--- src/rtl/instr_fetch_unit.sv ---
// Instruction fetch front end: owns the PC, keeps at most one instruction
// memory request in flight, buffers one instruction for decode, and squashes
// in-flight work when execute redirects the PC.
module instr_fetch_unit #(
    parameter int               XLEN     = 32,
    parameter logic [XLEN-1:0]  RESET_PC = 32'h0000_0000
) (
    input  logic            clk,
    input  logic            rst,
    // instruction memory request/response
    output logic            imem_req_valid,
    input  logic            imem_req_ready,
    output logic [XLEN-1:0] imem_req_addr,
    input  logic            imem_rsp_valid,
    input  logic [XLEN-1:0] imem_rsp_data,
    // decode side
    output logic            if_valid,
    input  logic            if_ready,
    output logic [XLEN-1:0] if_instr,
    output logic [XLEN-1:0] if_pc,
    output logic [6:0]      if_opcode,
    // redirect from execute
    input  logic            redirect_valid,
    input  logic [XLEN-1:0] redirect_pc
);

    localparam logic [1:0] S_REQ  = 2'd0;  // request presented to memory
    localparam logic [1:0] S_WAIT = 2'd1;  // request accepted, awaiting data
    localparam logic [1:0] S_HOLD = 2'd2;  // instruction offered to decode
    localparam logic [1:0] S_DROP = 2'd3;  // awaiting a response that is discarded

    localparam logic [XLEN-1:0] NOP_INSTR = 32'h0000_0013;

    logic [1:0]      r_state;
    logic [XLEN-1:0] r_pc;
    logic [XLEN-1:0] r_if_instr;
    logic [XLEN-1:0] r_if_pc;

    logic [XLEN-1:0] w_target;
    logic [XLEN-1:0] w_pc_inc;
    logic            w_capture;

    // Redirect targets are forced to word alignment; PC increment wraps naturally.
    assign w_target = redirect_pc & ~XLEN'(3);
    assign w_pc_inc = r_pc + XLEN'(4);

    // A response is only kept when it answers a live request and no redirect
    // squashes it in the same cycle.
    assign w_capture = (r_state == S_WAIT) & imem_rsp_valid & ~redirect_valid;

    // Requests are suppressed during reset; the address always mirrors the PC.
    assign imem_req_valid = (r_state == S_REQ) & ~rst;
    assign imem_req_addr  = r_pc;

    // A redirect masks the buffered instruction so decode never takes a
    // squashed word, even when it is ready in the same cycle.
    assign if_valid  = (r_state == S_HOLD) & ~redirect_valid;
    assign if_instr  = r_if_instr;
    assign if_pc     = r_if_pc;
    assign if_opcode = r_if_instr[6:0];

    // Fetch FSM and PC; redirect takes priority over every other transition.
    always_ff @(posedge clk) begin
        if (rst) begin
            r_state <= S_REQ;
            r_pc    <= RESET_PC;
        end else begin
            case (r_state)
                S_REQ: begin
                    if (redirect_valid) begin
                        r_pc <= w_target;
                        // An accepted request still owes a response that must be eaten.
                        r_state <= imem_req_ready ? S_DROP : S_REQ;
                    end else if (imem_req_ready) begin
                        r_state <= S_WAIT;
                    end
                end
                S_WAIT: begin
                    if (redirect_valid) begin
                        r_pc    <= w_target;
                        r_state <= imem_rsp_valid ? S_REQ : S_DROP;
                    end else if (imem_rsp_valid) begin
                        r_pc    <= w_pc_inc;
                        r_state <= S_HOLD;
                    end
                end
                S_HOLD: begin
                    if (redirect_valid) begin
                        r_pc    <= w_target;
                        r_state <= S_REQ;
                    end else if (if_ready) begin
                        r_state <= S_REQ;
                    end
                end
                default: begin  // S_DROP
                    if (redirect_valid) begin
                        r_pc <= w_target;
                    end
                    // The stale response retires the outstanding request even when
                    // a redirect lands in the same cycle; staying here would wait
                    // for a response that never comes.
                    if (imem_rsp_valid) begin
                        r_state <= S_REQ;
                    end
                end
            endcase
        end
    end

    // One-entry output buffer: changes only on capture or reset.
    always_ff @(posedge clk) begin
        if (rst) begin
            r_if_instr <= NOP_INSTR;
            r_if_pc    <= RESET_PC;
        end else if (w_capture) begin
            r_if_instr <= imem_rsp_data;
            r_if_pc    <= r_pc;
        end
    end

endmodule
--- config.mk ---
export PLATFORM = sky130hd
export DESIGN_NAME = instr_fetch_unit
export DESIGN_NICKNAME = d
export VERILOG_FILES = /design/src/rtl/instr_fetch_unit.sv
export SDC_FILE = /design/constraint.sdc
export NUM_CORES = 1
export LEC_CHECK = 0
export CORE_ASPECT_RATIO = 0.75
export CORE_MARGIN = 4
export CORE_UTILIZATION = 35
export CTS_BUF_LIST = sky130_fd_sc_hd__clkbuf_8
export DETAILED_ROUTE_END_ITERATION = 16
export DONT_BUFFER_PORTS = 1
export SLEW_MARGIN = 0
export SYNTH_ARGS = -nofsm -noshare
export SYNTH_HDL_FRONTEND = slang
export SYNTH_SLANG_ARGS = --single-unit
--- constraint.sdc ---
create_clock -name clk -period 1.95 [get_ports clk]
set_input_delay 0.39 -clock clk [delete_from_list [all_inputs] [get_ports clk]]
set_output_delay 0.39 -clock clk [all_outputs]
set_load 0.1 [all_outputs]
==> summary by stage <==
Clocking
After clock tree synthesis, the flow added hold-fix buffers numbering 0. The number of clock sinks is 94. TritonCTS built the clock tree.

The clock slew seen by the registers of the worst setup and hold paths is about 0.090 ns. Clock latency on the worst-skew pair, taken at its later pin, is 0.36 ns. CTS placed an instance of clkbuf_8 at the clock tree root.

Clock tree synthesis inserted a total of 9 buffers. The H-tree was split into 3 levels. The largest buffer count on any clock path is 2.

Synthesis
In this run, synthesis produced a sequential element count of 94. The most used flip-flop cell after synthesis is dfxtp_1. The most area-hungry cell type in the Yosys netlist is dfxtp_1. During synthesis, Yosys emitted a total of 0 warnings. Yosys mapped a number of flops with a built-in enable equal to 0. Summing every instance area after synthesis gives 0.004204 mm².

Ranked by total cell area, the synthesized netlist is headed by dfxtp_1 (45%), nand2_1 (12%), a21oi_1 (8.8%). A synthesized cell averages 7.917 µm². The unique cell type count in the Yosys netlist is 53. Summing the sequential cell areas from Yosys gives 44.76% of the chip area. The post-synthesis instance total is 531.

The proportion of netlist area held by the largest area contributor is approximately 45%. Counting flops with an async set or reset pin after synthesis yields a share of 0%.

Run status
The flow ran to the end, and the final reports show no timing, DRC or antenna violations.

Timing
The routed design could run at a clock period as short as 1.823 ns. The count of final hold-check violations was 0. After layout, the worst setup slack is 0.1273 ns. The achievable clock frequency is ~0.55 GHz.

Setup repair after global routing left no endpoint under its margin. For the pin with the worst max-slew slack, the measured transition is 0.5610 ns. The final critical path takes up 93.47% of the cycle. Setup violations remaining at the end of the flow were counted as 0. The headroom to the max-slew limit is 62.60%. The final max-slew violation count came to 0. The worst setup skew after layout is 0.009186 ns.

Power
Dividing total power by cell area gives a power density of about 790 mW/mm². The maximum resistive drop on vdd is 0.3622 mV. For this design the static power due to leakage is between 2 and 2.5 nW.

Cells and area
The number of nets in the layout is 681. The final non-filler cell total is 777. Of the cells placed in the final design, the portion with a size suffix greater than 1 is ~29%.

The diode insertion count for antenna repair is 0. The area growth from synthesis to layout is 28.84%. In the layout the commonest cells are nand2_1 (137), buf_4 (107), a21oi_1 (74). Leaving out fill and tap cells, the most frequent cell in the layout is nand2_1. The finished cells cover 0.005416 mm².

Placed design
Input and output buffers added on the ports amount to 0. The congestion estimate from routability-driven global placement came to 0.8257. In this run the cell area measured after placement is between 0.005 and 0.006 mm². The placed instance count is 760. The detailed placement HPWL is 9.162 mm.

The pre-CTS worst setup slack is 0.1257 ns.

Floorplanning
The die outline width is 134.6 µm. The initial utilization of the core area, before any placement, comes to 36.07%. The total die area is 0.01385 mm². The floorplan step set the die height to 102.9 µm. For this design the top-level I/O count stands at 175. The total number of placement rows is 34. The floorplan step defined a core boundary enclosing 0.01166 mm².

Route
For this run, design rule violations remaining after detail routing come to 0. The uppermost layer routed is met4. In the final routed layout, each cell accounts on average for between 15 and 20 µm. The via count normalized by instance count is 5.127. The final layout contains routed wiring with a total length of approximately 12 mm. The count of nets left with antenna violations after detail routing is 0. In this run, the number of DRC markers left after iteration 0 of detailed routing was 239. The detailed router put a total of around 5.5 mm of wire on met1. The total length of routed met2 wires is 5.469 mm. The wire length on met3 is 1.272 mm. The via total after detailed routing is 3984. The first-pass iteration count of the detailed router is 5.

Critical path
The type of destination of the critical path is a flop. In this run the worst path has a maximum fanout of 19. Traced cell by cell, the critical path runs through nor3b_1 -> and2_2 -> nand2_1 -> o221a_2. The category of cells accounting for the largest share of critical-path delay is simple AND/OR/NAND/NOR gates. The critical path arrival is 2.08 ns. The startpoint class of the critical path is a flop. The critical path in this run is classified as reg -> reg. The biggest cell delay along the critical path is 0.55 ns. The critical path data required time is 2.21 ns. The count of buffer and inverter cells on the critical path is 0. The slowest stage of the critical path is the and2_2 cell.

Global route
The total global routing overflow is 0. The via count of the first global-routing pass is 3691. The first global-routing pass estimated 18.97 mm of wire. Global routing used 17.33% of the available tracks. The number of antenna violations at the first check in global routing is 0. Entering global routing, the biggest net connects 97 pins.

Hold path
The worst min-delay path category is in -> reg.

Flow run
Max-cap violations in this run came to 0.
sequential cells by signal, summed over array words and instances, names as in the netlist:
name           cells
if_pc             30
if_instr          32
imem_req_addr     30
r_state            2
metrics by stage:
stage / setup TNS, ns / hold slack (ns) / utilization, % / total power, mW
2_1_floorplan: -0.09750 / 0.5143 / - / 2.895
3_3_place_gp: 0 / 0.4369 / 44.61 / 3.016
3_5_place_dp: 0 / 0.4424 / 44.61 / 3.029
4_1_cts: 0 / 0.06888 / 46.25 / 4.320
5_1_grt: 0 / 0.05697 / 46.47 / 4.452
6_report: 0 / 0.08933 / 46.47 / 4.267
logic make-up (layout without fill, tap and decap cells):
group | after synthesis | after routing | share of synthesized area (%)
AOI/OAI and AO/OA | 118 | 118 | 16.76
other | 1 | 4 | 0.08920
adders and majority gates | 1 | 1 | 0.2976
muxes | 8 | 8 | 1.905
xor gates and xnor gates | 13 | 13 | 2.708
and+or+nand+nor | 233 | 233 | 26.25
buffers and inverters | 63 | 144 | 7.232
DFF | 94 | 94 | 44.76
power by group:
group          total [mW]  leakage [nW]  switching (mW)  internal [mW]
Clock                1.28         0.109           0.668          0.616
Sequential           2.03         0.780          0.0503           1.98
Combinational       0.951          1.27           0.742          0.208
synth_stat cells (all sizes together), types with 5 or more instances:
master / count
o22ai: 5
and3: 7
dfxtp: 94
xnor2: 6
a22oi: 7
buf: 24
o21a: 5
and4: 5
clkbuf: 24
nor3: 13
mux2i: 8
a21oi: 74
nor2: 25
nand3: 7
inv: 15
xor2: 7
nor4: 6
nand4: 12
nand2: 138
routing by layer:
metal | vias to the layer above | track usage, %
met2 | 143 | 27.07
met3 | 14 | 7.415
met4 | 0 | 4.773
li1 | 1967 | -
met5 | - | 0
met1 | 1860 | 22.19
area by class of cell:
| type | count | area [µm²] |
|---|---|---|
| clock buffer | 10 | 137.6 |
| clock inverter | 6 | 53.80 |
| fill | 1178 | 6240 |
| inverter | 15 | 56.30 |
| multi-input combinational | 377 | 2073 |
| sequential | 94 | 1969 |
| tap | 162 | 202.7 |
| timing repair buffer | 113 | 923.4 |
timing repair:
item,4_1_cts,5_1_grt
setup endpoints to repair,0,4
buffers inserted,0,1
resized for setup,0,3
path summary, 6_finish.rpt:
path                            from                        endpoint  slack (ns)  cells after the start
max          r_state[0]$_SDFFE_PP0P_  imem_req_addr[15]$_SDFFE_PP0P_        0.13                      4
min                              rst          if_pc[26]$_SDFFE_PP0P_        0.09                      1
max reg2reg  r_state[0]$_SDFFE_PP0P_  imem_req_addr[15]$_SDFFE_PP0P_        0.13                      4
min reg2reg   if_pc[26]$_SDFFE_PP0P_          if_pc[26]$_SDFFE_PP0P_        0.45                      2
No activity file was read; power rests on OpenSTA's default activity.
